===== config.mk =====
export PLATFORM = sky130hd
export DESIGN_NAME = ws2812b_driver
export DESIGN_NICKNAME = d
export VERILOG_FILES = /design/src/rtl/ws2812b_pkg.sv /design/src/rtl/ws2812b_bit_tx.sv /design/src/rtl/ws2812b_driver.sv
export SDC_FILE = /design/constraint.sdc
export NUM_CORES = 1
export LEC_CHECK = 0
export CORE_MARGIN = 4
export CORE_UTILIZATION = 49
export DETAILED_ROUTE_END_ITERATION = 7
export GPL_TIMING_DRIVEN = 1
export PLACE_DENSITY = 0.7
export SYNTH_ARGS = -nofsm -noshare
export SYNTH_HDL_FRONTEND = slang
export SYNTH_SLANG_ARGS = --single-unit

===== constraint.sdc =====
create_clock -name clk -period 3 [get_ports clk]
set_input_delay 0.45 -clock clk [delete_from_list [all_inputs] [get_ports clk]]
set_output_delay 0.45 -clock clk [all_outputs]
set_load 0.05 [all_outputs]

===== src/rtl/ws2812b_pkg.sv =====
// WS2812B driver shared types and timing defaults.
// 40 MHz clock assumed for the default cycle counts.
package ws2812b_pkg;

  typedef enum logic {
    GAP  = 1'b0,
    SEND = 1'b1
  } state_t;

  localparam int T_BIT_DEF      = 50;
  localparam int T0H_DEF        = 16;
  localparam int T1H_DEF        = 32;
  localparam int RES_CYCLES_DEF = 2400;

  localparam int CH_G = 0;
  localparam int CH_R = 1;
  localparam int CH_B = 2;

  localparam int BITS_PER_LED = 24;

  function automatic logic [7:0] chan_byte(
    input logic       lit,
    input logic       en,
    input logic [7:0] val
  );
    return (lit && en) ? val : 8'h00;
  endfunction

endpackage


===== src/rtl/ws2812b_bit_tx.sv =====
// WS2812B symbol generator: one T_BIT-cycle symbol per start pulse.
// A start on the done cycle chains symbols with no idle gap.
module ws2812b_bit_tx
  import ws2812b_pkg::*;
#(
  parameter int T_BIT = T_BIT_DEF,
  parameter int T0H   = T0H_DEF,
  parameter int T1H   = T1H_DEF
) (
  input  logic clk,
  input  logic res,
  input  logic start,
  input  logic bit_val,
  output logic dout,
  output logic done
);

  localparam int CW = $clog2(T_BIT);
  localparam logic [CW-1:0] LAST = CW'(T_BIT - 1);
  localparam logic [CW-1:0] TH0  = CW'(T0H);
  localparam logic [CW-1:0] TH1  = CW'(T1H);

  logic [CW-1:0] cnt;
  logic [CW-1:0] cnt_nxt;
  logic [CW-1:0] th;
  logic          bit_q;
  logic          active;
  logic          dout_q;
  logic          last;

  assign cnt_nxt = cnt + 1'b1;
  assign th      = bit_q ? TH1 : TH0;
  assign last    = active && (cnt == LAST);

  always_ff @(posedge clk) begin
    if (res) begin
      cnt    <= '0;
      bit_q  <= 1'b0;
      active <= 1'b0;
      dout_q <= 1'b0;
    end else if (start) begin
      cnt    <= '0;
      bit_q  <= bit_val;
      active <= 1'b1;
      dout_q <= bit_val ? (T1H > 0) : (T0H > 0);
    end else if (active) begin
      if (last) begin
        active <= 1'b0;
        dout_q <= 1'b0;
      end else begin
        cnt    <= cnt_nxt;
        dout_q <= (cnt_nxt < th);
      end
    end
  end

  assign dout = dout_q;
  assign done = last;

endmodule


===== src/rtl/ws2812b_driver.sv =====
// WS2812B frame serializer: GRB per LED, LED 0 first, MSB first.
// Inputs are latched at frame start; frames repeat after a latch gap.
module ws2812b_driver
  import ws2812b_pkg::*;
#(
  parameter int         N_LEDS     = 12,
  parameter int         T_BIT      = T_BIT_DEF,
  parameter int         T0H        = T0H_DEF,
  parameter int         T1H        = T1H_DEF,
  parameter int         RES_CYCLES = RES_CYCLES_DEF,
  parameter logic [2:0] CH_EN      = 3'b111
) (
  input  logic              clk,
  input  logic              res,
  input  logic              enable,
  input  logic [N_LEDS-1:0] led_mask,
  input  logic [7:0]        intensity,
  output logic              dout,
  output logic              busy,
  output logic              frame_start
);

  localparam int GW = $clog2(RES_CYCLES);
  localparam int LW = (N_LEDS > 1) ? $clog2(N_LEDS) : 1;
  localparam logic [GW-1:0] GAP_LAST = GW'(RES_CYCLES - 1);
  localparam logic [LW-1:0] LED_LAST = LW'(N_LEDS - 1);
  localparam logic [4:0]    BIT_LAST = 5'(BITS_PER_LED - 1);

  state_t            state;
  state_t            state_nxt;
  logic [GW-1:0]     gap_cnt;
  logic [GW-1:0]     gap_nxt;
  logic [LW-1:0]     led;
  logic [LW-1:0]     led_nxt;
  logic [4:0]        bit_idx;
  logic [4:0]        bit_nxt;
  logic [N_LEDS-1:0] mask_q;
  logic [7:0]        int_q;

  logic              gap_done;
  logic              latch;
  logic              tx_start;
  logic              tx_bit;
  logic              tx_done;
  logic              tx_dout;

  logic [LW-1:0]     sel_led;
  logic [4:0]        sel_bit;
  logic [N_LEDS-1:0] src_mask;
  logic [7:0]        src_int;
  logic [1:0]        ch;
  logic [2:0]        pos;
  logic              ch_on;
  logic [7:0]        byte_v;

  assign gap_done = (gap_cnt == GAP_LAST);
  assign latch    = (state == GAP) && gap_done && enable;

  always_comb begin
    state_nxt = state;
    gap_nxt   = gap_cnt;
    led_nxt   = led;
    bit_nxt   = bit_idx;
    tx_start  = 1'b0;
    sel_led   = '0;
    sel_bit   = '0;
    src_mask  = mask_q;
    src_int   = int_q;
    unique case (state)
      GAP: begin
        if (!gap_done) begin
          gap_nxt = gap_cnt + 1'b1;
        end else if (enable) begin
          // First symbol is launched from the live inputs being latched.
          state_nxt = SEND;
          led_nxt   = '0;
          bit_nxt   = '0;
          tx_start  = 1'b1;
          src_mask  = led_mask;
          src_int   = intensity;
        end
      end
      SEND: begin
        if (tx_done) begin
          if (bit_idx == BIT_LAST) begin
            bit_nxt = '0;
            if (led == LED_LAST) begin
              state_nxt = GAP;
              gap_nxt   = '0;
            end else begin
              led_nxt = led + 1'b1;
            end
          end else begin
            bit_nxt = bit_idx + 5'd1;
          end
          tx_start = !((bit_idx == BIT_LAST) && (led == LED_LAST));
          sel_led  = led_nxt;
          sel_bit  = bit_nxt;
        end
      end
    endcase
  end

  assign ch  = sel_bit[4:3];
  assign pos = 3'd7 - sel_bit[2:0];

  always_comb begin
    ch_on = 1'b0;
    case (ch)
      2'(CH_G): ch_on = CH_EN[2];
      2'(CH_R): ch_on = CH_EN[1];
      2'(CH_B): ch_on = CH_EN[0];
      default:  ch_on = 1'b0;
    endcase
  end

  assign byte_v = chan_byte(src_mask[sel_led], ch_on, src_int);
  assign tx_bit = byte_v[pos];

  always_ff @(posedge clk) begin
    if (res) begin
      state   <= GAP;
      gap_cnt <= '0;
      led     <= '0;
      bit_idx <= '0;
      mask_q  <= '0;
      int_q   <= '0;
    end else begin
      state   <= state_nxt;
      gap_cnt <= gap_nxt;
      led     <= led_nxt;
      bit_idx <= bit_nxt;
      if (latch) begin
        mask_q <= led_mask;
        int_q  <= intensity;
      end
    end
  end

  ws2812b_bit_tx #(
    .T_BIT (T_BIT),
    .T0H   (T0H),
    .T1H   (T1H)
  ) u_bit_tx (
    .clk     (clk),
    .res     (res),
    .start   (tx_start && !res),
    .bit_val (tx_bit),
    .dout    (tx_dout),
    .done    (tx_done)
  );

  assign dout        = tx_dout;
  assign busy        = (state == SEND);
  assign frame_start = latch && !res;

endmodule


==> summary.txt, run 1 <==
Hold path
  • HP Start: int_q[0]$_SDFFE_PP0P_
  • Hold Path Class: flop to flop
  • Worst Hold Depth: 2
  • Worst Hold Path EP: int_q[0]$_SDFFE_PP0P_

Clocking
  • H-Tree Depth: 2
  • CTS Sinks: 51
  • CTS Buffer Depth: 2
  • Post-CTS Hold Buffers: 0
  • CTS buffer count: 5
  • Clock transition at path regs: 0.09 ns
  • TritonCTS clock tree: yes
  • Clk Tree Root Cell: clkbuf_8
  • Post-CTS Setup Repair Bufs: 0
  • Clk_lat worst skew: 0.30 ns
  • Post-CTS Resized: 0

Drt
  • Routed len/inst: 13.7 µm
  • Remaining DRCs: 0
  • DR pass1 iterations: 4
  • Vias per cell: 5.53
  • Final wirelength: 5610 µm
  • Vias: 2,272
  • Post-DRT Antenna Nets: 0
  • Iteration-0 DRC Markers: 124

Timing
  • Fin crit period: 2.48 ns
  • Slew Viols, Final: 0
  • Worst slew pin tran: 0.640 ns
  • FMAX: 0.403 GHz
  • Final Setup Violations: 0
  • Worst slew margin: 57.2%
  • Final Hold Viols: 0
  • Final TNS setup: 0 ns
  • Worst Skew: 0.0132 ns
  • Period utilization: 82.7%
  • Unrepaired setup endpoints after global routing: no

Placed design
  • # port buffers: 25
  • Routability cong.: 0.860
  • HPWL after DPL: 4090 µm

Setup path
  • CP delay by family, top: simple AND/OR/NAND/NOR gates
  • Critical-path maximum fanout: 28
  • Reg2reg start: bit_idx[0]$_SDFFE_PP0P_
  • CP cell instances: ha_1, and4b_1, nand4_1, buf_4, nor2_1, buf_12
  • Crit path buffers/inverters: 2
  • Arrival @ worst endpoint: 2.03 ns
  • Startpoint type of the worst setup path: flop
  • Worst path required time: 2.55 ns
  • WS Path Type: flop to output port
  • Flop-to-flop setup slack: 0.58 ns
  • CP endpoint kind: output port
  • R2r endpoint: u_bit_tx.bit_q$_SDFFE_PP0P_
  • CP max-delay cell: dfxtp_1
  • Crit path from: gap_cnt[0]$_SDFFE_PP0P_
  • Worst path max stage delay: 0.41 ns
  • Worst r2r path cells: 8

Pwr
  • Gate power share: 4.7%
  • NetSw: 0.000251 W
  • Clock share of power: 36.0%
  • Sw Share: 21.8%
  • Leakage dissipation: 1.12 nW
  • Register share of total power: 59.4%
  • Power Total: 0.00115 W
  • P per Cell Area: 377 nW/µm²
  • Pint: 0.000901 W
  • Maximum vdd ir drop: 221 µV

Yosys
  • Synth Flop Type: dfxtp_1
  • Syn_nets: 348
  • Synth Register Bits: 51
  • Synth Warn #: 0
  • Asr flop ratio synth: 0%
  • Netlist cell types: 60
  • Synthesized area per cell: 8.33 µm²
  • Sequential fraction of the synthesis area: 38.4%
  • Number of synthesized flops with an enable pin: 0
  • Synth Cell Area: 2660 µm²
  • Cells after synthesis: 319

Final layout
  • Antenna cells: 0
  • Commonest cells after routing, fill and taps aside: nand2_1, dfxtp_1, a21oi_1, nor2_1, clkdlybuf4s50_1
  • Final layout net count: 369
  • Leading cell type in the layout, fill and taps excluded: nand2_1
  • # fillers: 455
  • Synthesis-to-finish area growth: 14.9%
  • Share of layout cells above drive strength 1: 8.50%

Floorplan
  • Core ar.: 5170 µm²
  • Die W: 81.7 µm
  • Row count: 26
  • Initial Utilization: 51.4%
  • Die Ht: 81.7 µm
  • Die footprint: 6670 µm²
  • I/O pins: 26

GRT
  • Vias in the first global route: 2,045
  • First-pass GRT wire length: 9530 µm
  • Overflow after GRT: 0
  • GRT Overall Usage: 18.0%
  • Initial antenna violation count: 0
  • Largest net degree at the start of global routing: 29

Run status
  • Outcome: complete, no violations

Run
  • Max_cap viols: 0
routing by layer:
metal | track usage [%] | up-vias | wire [µm]
met2 | 27.4 | 34 | 2440
li1 | - | 1169 | -
met5 | 0 | - | 0
met1 | 26.6 | 1067 | 2960
met3 | 2.96 | 2 | 190
met4 | 3.99 | 0 | 25
power by group through the flow:
stage               Combinational (W)  Sequential (W)  Clock [W]
global placement            0.0000538        0.000700          0
finish                      0.0000537        0.000684   0.000414
floorplan                   0.0000182        0.000699          0
CTS                         0.0000541        0.000684   0.000422
global route                0.0000581        0.000685   0.000444
detailed placement          0.0000537        0.000700          0
cells by family after synthesis:
| logic type | count (synthesis) | synth area share, % |
|---|---|---|
| simple gates | 141 | 28.3 |
| compound gates | 74 | 17.4 |
| flops | 51 | 38.4 |
| buf+inv | 20 | 3.58 |
| xor+xnor | 16 | 5.27 |
| mux | 11 | 4.19 |
| fa+ha+maj | 6 | 2.82 |
stage by stage:
step                std cells  hold WS, ns  setup WS, ns  utilization [%]  instance area [µm²]
floorplan                 319        0.432         0.376                -                 2660
global placement          403        0.441         0.615             57.2                 2960
detailed placement        403        0.447         0.559             57.2                 2960
CTS                       411        0.460         0.533             59.1                 3060
global route              411        0.480         0.370             59.1                 3060
finish                    411        0.460         0.520             59.1                 3060
layout make-up:
type	count	area [µm²]	area share, %
Clock buffer	7	86.3	2.83
Clock inverter	1	8.76	0.287
Inverter	5	18.8	0.614
Multi-Input combinational cell	248	1540	50.5
Sequential cell	51	1020	33.4
Tap cell	70	87.6	2.87
Timing Repair Buffer	29	290	9.50
registers in the layout (all words and copies together) (netlist names):
register	flops
u_bit_tx.dout	1
led	4
u_bit_tx.cnt	6
u_bit_tx.active	1
int_q	8
gap_cnt	12
bit_idx	5
mask_q	12
busy	1
u_bit_tx.bit_q	1
worst max-delay path by stage:
stage	to	cells past startpoint	slack, ns
floorplan	frame_start	7	0.38
global placement	u_bit_tx.bit_q$_SDFFE_PP0P_	9	0.61
detailed placement	u_bit_tx.bit_q$_SDFFE_PP0P_	8	0.56
CTS	frame_start	6	0.53
global route	u_bit_tx.bit_q$_SDFFE_PP0P_	8	0.37
finish	frame_start	6	0.52
worst register-to-register path: stages (launching register included):
cell	delay [ns]
dfxtp_1	0.37
ha_1	0.27
and4b_1	0.30
nor4_4	0.51
mux2i_1	0.27
a211oi_2	0.09
a211oi_1	0.27
a21oi_2	0.05
a31o_1	0.21
cell usage after synthesis, drive strengths merged (4+ instances only):
cell	n	area, µm²
xnor2	7	61.3
ha	6	75.1
mux2i	10	100
a21oi	40	208
nand2	52	195
and3	4	26.3
dfxtp	51	1020
o21ai	10	50.1
or3	5	31.3
inv	5	18.8
nor2	37	146
nand4	10	68.8
clkbuf	8	30.0
xor2	9	78.8
buf	7	46.3
nand3	9	45.0
Power figures use the tool's default switching activity.
==> run 2, diff against run 1 <==
==> constraint.sdc (replaced) <==
create_clock -name clk -period 2.5 [get_ports clk]
set_input_delay 0.375 -clock clk [delete_from_list [all_inputs] [get_ports clk]]
set_output_delay 0.375 -clock clk [all_outputs]
set_load 0.05 [all_outputs]
==> run 2 against run 1 <==
Net effect:
- sequential cell count unchanged
- combinational power up 28%
- cell area up 2.7%
- worst setup slack worse by 0.38 ns
- sequential share of layout area down 0.89 points
- count of clock-buffer cells in the layout down 1
- worst hold slack better by 0.0027 ns
- register-to-register slack worse by 0.39 ns
- critical endpoint unchanged
==> summary.txt, run 2 (synthesis gave the netlist of run 1 again) <==
Run status
  • Outcome: complete, no violations

Timing
  • Worst slew margin: 62.8%
  • Fin crit period: 2.36 ns
  • Final Hold Viols: 0
  • Worst slew pin tran: 0.552 ns
  • Worst Skew: 0.00584 ns
  • Final Setup Violations: 0
  • Final WS setup: 0.141 ns
  • Slew Viols, Final: 0
  • Unrepaired setup endpoints after global routing: no
  • FMAX: 0.424 GHz
  • Final TNS setup: 0 ns
  • Period utilization: 94.4%

Drt
  • Final wirelength: 5840 µm
  • Routed len/inst: 13.9 µm
  • Iteration-0 DRC Markers: 128
  • Vias: 2,285
  • DR pass1 iterations: 4
  • Vias per cell: 5.43
  • Remaining DRCs: 0
  • Post-DRT Antenna Nets: 0

Setup path
  • Critical-path maximum fanout: 28
  • CP cell instances: ha_1, and4b_1, nand4_1, buf_12, nor2_2, buf_12
  • Crit path buffers/inverters: 2
  • CP max-delay cell: dfxtp_1
  • Worst path required time: 2.12 ns
  • WS Path Type: flop to output port
  • CP endpoint kind: output port
  • Worst path max stage delay: 0.40 ns
  • Startpoint type of the worst setup path: flop
  • CP delay by family, top: simple AND/OR/NAND/NOR gates
  • Arrival @ worst endpoint: 1.98 ns
  • CP most frequent cell: buf_12

Final layout
  • Commonest cells after routing, fill and taps aside: nand2_1, dfxtp_1, a21oi_1, nor2_1, clkdlybuf4s50_1
  • Share of layout cells above drive strength 1: 11.4%
  • Leading cell type in the layout, fill and taps excluded: nand2_1
  • Largest regs: gap_cnt (12), mask_q (12), int_q (8)
  • Final layout net count: 379
  • Synthesis-to-finish area growth: 18.1%
  • Antenna cells: 0
  • # fillers: 496

Run
  • Max_cap viols: 0

Floorplan
  • Die footprint: 6670 µm²
  • Core ar.: 5170 µm²
  • Die Ht: 81.7 µm
  • Die W: 81.7 µm
  • I/O pins: 26
  • Row count: 26
  • Initial Utilization: 51.4%

GRT
  • Initial antenna violation count: 0
  • Overflow after GRT: 0
  • Vias in the first global route: 2,171
  • First-pass GRT wire length: 10,100 µm
  • GRT Overall Usage: 19.1%
  • Largest net degree at the start of global routing: 29

Hold path
  • Hold Path Class: flop to flop

Clocking
  • CTS Buffer Depth: 2
  • Clock transition at path regs: 0.09 ns
  • Clk Tree Root Cell: clkbuf_8
  • CTS Sinks: 51
  • Post-CTS Setup Repair Bufs: 0
  • Clk_lat worst skew: 0.31 ns
  • CTS buffer count: 5
  • Post-CTS Hold Buffers: 0
  • Post-CTS Resized: 0
  • TritonCTS clock tree: yes
  • H-Tree Depth: 2

Placed design
  • Routability cong.: 0.810
  • # port buffers: 25
  • Worst slack at placement: 0.155 ns
  • HPWL after DPL: 4290 µm

Pwr
  • Power Total: 0.00137 W
  • P per Cell Area: 438 nW/µm²
  • Leakage dissipation: 1.17 nW
  • Maximum vdd ir drop: 395 µV
## run 2: cell count changes in the layout (fill, tap and decap cells not counted)
cell / delta
buf_4: +9
inv_6: +1
clkinvlp_4: +1
nor2_1: -1
clkbuf_8: -1
clkinv_4: -1
nor2_2: +1
buf_12: +1
## run 2: through the flow
step / cell area [µm²] / cells / hold WS [ns] / util [%]
final: 3140 / 421 / 0.463 / 60.7
after global routing: 3140 / 421 / 0.481 / 60.7
after CTS: 3140 / 421 / 0.464 / 60.7
after detailed placement: 3050 / 413 / 0.446 / 59.0
after global placement: 3050 / 413 / 0.442 / 59.0
after floorplan: 2660 / 319 / 0.432 / -
## run 2: report_power, final
part	leakage, nW	internal (W)	switching, W
combinational	0.715	0.0000409	0.0000280
clock	0.0418	0.000202	0.000285
sequential	0.411	0.000816	0.00000371
total	1.17	0.00106	0.000316
## run 2: area by class of cell
cell class                 instances  area, µm²  share of cell area, %
multi-input combinational        248       1550                   49.2
sequential                        51       1020                   32.5
timing repair buffer              39        378                   12.0
tap                               70       87.6                   2.79
clock buffer                       6       72.6                   2.31
inverter                           5       18.8                  0.598
clock inverter                     2       16.3                  0.518
## run 2: worst min-delay path, stage by stage, from the launching register on
cell     delay (ns)
dfxtp_1        0.32
nand2_1        0.05
a21oi_1        0.05
## run 2: path summary, 6_finish.rpt
check,from,to,slack [ns],cells after the start
min reg2reg,mask_q[3]$_SDFFE_PP0P_,mask_q[3]$_SDFFE_PP0P_,0.46,2
max reg2reg,bit_idx[0]$_SDFFE_PP0P_,u_bit_tx.bit_q$_SDFFE_PP0P_,0.19,8
min,mask_q[3]$_SDFFE_PP0P_,mask_q[3]$_SDFFE_PP0P_,0.46,2
max,gap_cnt[0]$_SDFFE_PP0P_,frame_start,0.14,6
## run 2: per-layer routing
layer / share of wire (%) / vias to the layer above / wire length (µm) / track usage (%)
met3: 2.7 / 6 / 158 / 3.40
li1: - / 1195 / - / -
met1: 53 / 1053 / 3070 / 27.6
met5: 0 / - / 0 / 0
met2: 44 / 31 / 2550 / 29.6
met4: 0.99 / 0 / 58 / 4.49
==> run 3, diff against run 2 <==
--- a/config.mk
+++ b/config.mk
@@ -12,4 +12,5 @@
 export PLACE_DENSITY = 0.7
 export SYNTH_ARGS = -nofsm -noshare
 export SYNTH_HDL_FRONTEND = slang
+export SYNTH_HIERARCHICAL = 1
 export SYNTH_SLANG_ARGS = --single-unit
==> run 3 against run 2 <==
Net effect:
- the run now ends with negative setup slack left
- cell area is 7.5% higher
- fmax down 5.8%
- first-iteration DRC count grew 45%
- clock skew grew 0.00070 ns
- die area increased by 0.77%
- utilization increased by 4.1 points
==> summary.txt, run 3 <==
Floorplan
  • Core ar.: 5200 µm²
  • Die footprint: 6720 µm²
  • Row count: 26
  • Die W: 82.0 µm
  • I/O pins: 26
  • Die Ht: 82.0 µm
  • Initial Utilization: 51.5%

Run status
  • Violated checks: negative setup slack
  • Outcome: finished, violations left

Setup path
  • Startpoint type of the worst setup path: flop
  • Critical-path maximum fanout: 5
  • CP endpoint kind: flop
  • Crit path from: u_bit_tx/cnt[1]$_SDFFE_PP0P_
  • CP max-delay cell: mux4_2
  • CP cell instances: inv_2, ha_4, nand4b_4, nor3_4, nand2_2, nor3_4, buf_6, mux2i_1, mux4_2, a311oi_1, o21ai_1, a31oi_1, mux2i_1, nor2_1
  • Reg2reg start: u_bit_tx/cnt[1]$_SDFFE_PP0P_
  • Worst path required time: 2.75 ns
  • Worst path max stage delay: 0.46 ns
  • WS Path Type: flop to flop
  • Arrival @ worst endpoint: 2.75 ns

Yosys
  • Synth Register Bits: 51
  • Largest area contributor in the synthesized netlist: dfxtp_1
  • Syn_nets: 365
  • Synth Warn #: 6
  • Synth Flop Type: dfxtp_1
  • Top cell type's share of synthesized area: 38.1%
  • Synthesized area per cell: 7.98 µm²
  • Netlist cell types: 54
  • Synth top cells by count: dfxtp_1, nand2_1, nor2_1
  • Synth Cell Area: 2680 µm²
  • Top cells by area, synth: dfxtp_1, a21oi_1, nand2_1
  • Asr flop ratio synth: 0%
  • Sequential fraction of the synthesis area: 38.1%
  • Cells after synthesis: 336
  • Number of synthesized flops with an enable pin: 0

Timing
  • Unrepaired setup endpoints after global routing: yes
  • Slew Viols, Final: 0
  • Worst Skew: 0.00655 ns
  • Period utilization: 100%
  • Worst slew pin tran: 0.492 ns
  • Final Setup Violations: 1
  • Fin crit period: 2.50 ns
  • Final WS setup: -0.00326 ns
  • Final Hold Viols: 0
  • Worst slew margin: 66.7%
  • Worst hold slack: 0.455 ns
  • FMAX: 0.399 GHz

Final layout
  • Finished Layout Cells: 455
  • Share of layout cells above drive strength 1: 16.9%
  • Commonest cells after routing, fill and taps aside: nand2_1, dfxtp_1, nor2_1, a21oi_1, buf_4
  • Leading cell type in the layout, fill and taps excluded: nand2_1
  • Synthesis-to-finish area growth: 25.8%
  • Post-route core utilization: 64.8%
  • Antenna cells: 0
  • Final layout net count: 413
  • Largest regs: gap_cnt (12), mask_q (12), int_q (8)

Clocking
  • Clk_lat worst skew: 0.30 ns
  • CTS buffer count: 5
  • Clock transition at path regs: 0.09 ns
  • Post-CTS Hold Buffers: 0
  • TritonCTS clock tree: yes
  • CTS Sinks: 51
  • Clk Tree Root Cell: clkbuf_8
  • CTS Buffer Depth: 2
  • H-Tree Depth: 2

Drt
  • Final wirelength: 6100 µm
  • Vias per cell: 5.39
  • Iteration-0 DRC Markers: 185
  • Remaining DRCs: 0
  • DR pass1 iterations: 4
  • Post-DRT Antenna Nets: 0
  • Routed len/inst: 13.4 µm
  • Vias: 2,454

Placed design
  • HPWL after DPL: 4620 µm
  • Routability cong.: 0.899
  • # port buffers: 25
  • Dpl cells: 446

GRT
  • Initial antenna violation count: 0
  • Vias in the first global route: 2,338
  • Overflow after GRT: 0
  • Largest net degree at the start of global routing: 23
  • First-pass GRT wire length: 10,700 µm
  • GRT Overall Usage: 20.0%

Pwr
  • Power Total: 0.00152 W
  • P per Cell Area: 452 nW/µm²
  • Maximum vdd ir drop: 330 µV
  • Leakage dissipation: 1.24 nW

Run
  • Max_cap viols: 0

Hold path
  • Hold Path Class: flop to flop
  • HP Start: mask_q[8]$_SDFFE_PP0P_
## run 3: changes by cell type after synthesis, moves of 3 or more
cell,previous run,this run
o211ai_1,1,4
nor2_1,34,42
inv_1,5,9
nor2_2,3,0
or2_2,0,3
o21ai_0,4,11
a21oi_1,38,41
clkbuf_1,8,14
o21ai_1,6,2
nor3_1,1,7
## run 3: worst paths after layout
kind,to,slack (ns),cells past startpoint
worst max register to register,u_bit_tx/bit_q$_SDFFE_PP0P_,-0.003,14
worst min-delay path,mask_q[8]$_SDFFE_PP0P_,0.46,2
worst max-delay path,u_bit_tx/bit_q$_SDFFE_PP0P_,-0.003,14
worst min register to register,mask_q[8]$_SDFFE_PP0P_,0.46,2
## run 3: power by group
| group | switching [W] | internal, W |
|---|---|---|
| combinational | 0.0000310 | 0.0000434 |
| sequential | 0.00000366 | 0.000815 |
| clock | 0.000271 | 0.000360 |
| total | 0.000306 | 0.00122 |
## run 3: final cells by class
class                      count  area, µm²
sequential                    51       1030
inverter                       9       33.8
clock buffer                   7       97.6
tap                           70       87.6
clock inverter                 1       30.0
timing repair buffer          58        512
fill                         455       1830
multi-input combinational    259       1590
## run 3: cells by family (layout without fill, tap and decap cells)
| family | after synthesis | in the layout | share of synthesized area (%) |
|---|---|---|---|
| flip-flops | 51 | 51 | 38.1 |
| adder cells (fa/ha/maj) | 6 | 6 | 2.80 |
| multiplexers | 11 | 11 | 4.67 |
| XOR/XNOR | 16 | 16 | 5.51 |
| AND/OR/NAND/NOR | 149 | 149 | 27.8 |
| buffers and inverters | 26 | 75 | 4.01 |
| AO/OA/AOI/OAI | 77 | 77 | 17.2 |
## run 3: critical path, delay by kind of cell (launching register included)
kind            cells  cell delay (ns)
simple gates        5             0.63
buf+inv             2             0.22
mux                 3             0.62
flops               1             0.34
compound gates      3             0.51
fa+ha+maj           1             0.12
## run 3: through the flow
stage          TNS [ns]  cell area, µm²  setup WS [ns]
2_1_floorplan   -0.0774            2710        -0.0774
3_3_place_gp          0            3230         0.0187
3_5_place_dp    -0.0579            3230        -0.0579
4_1_cts               0            3370         0.0262
5_1_grt          -0.167            3370         -0.167
6_report       -0.00326            3370       -0.00326
## run 3: metal layers
layer / up-vias / routed length, µm / global-route usage (%)
li1: 1263 / - / -
met5: - / 0 / 0
met2: 33 / 2890 / 35.0
met3: 5 / 183 / 2.96
met4: 0 / 46 / 4.32
met1: 1153 / 2980 / 26.0
## run 3: timing repair
item                       CTS  global route
pin swaps                    3             5
resized for setup            1             2
setup endpoints to repair    1             1
setup buffers                1             0
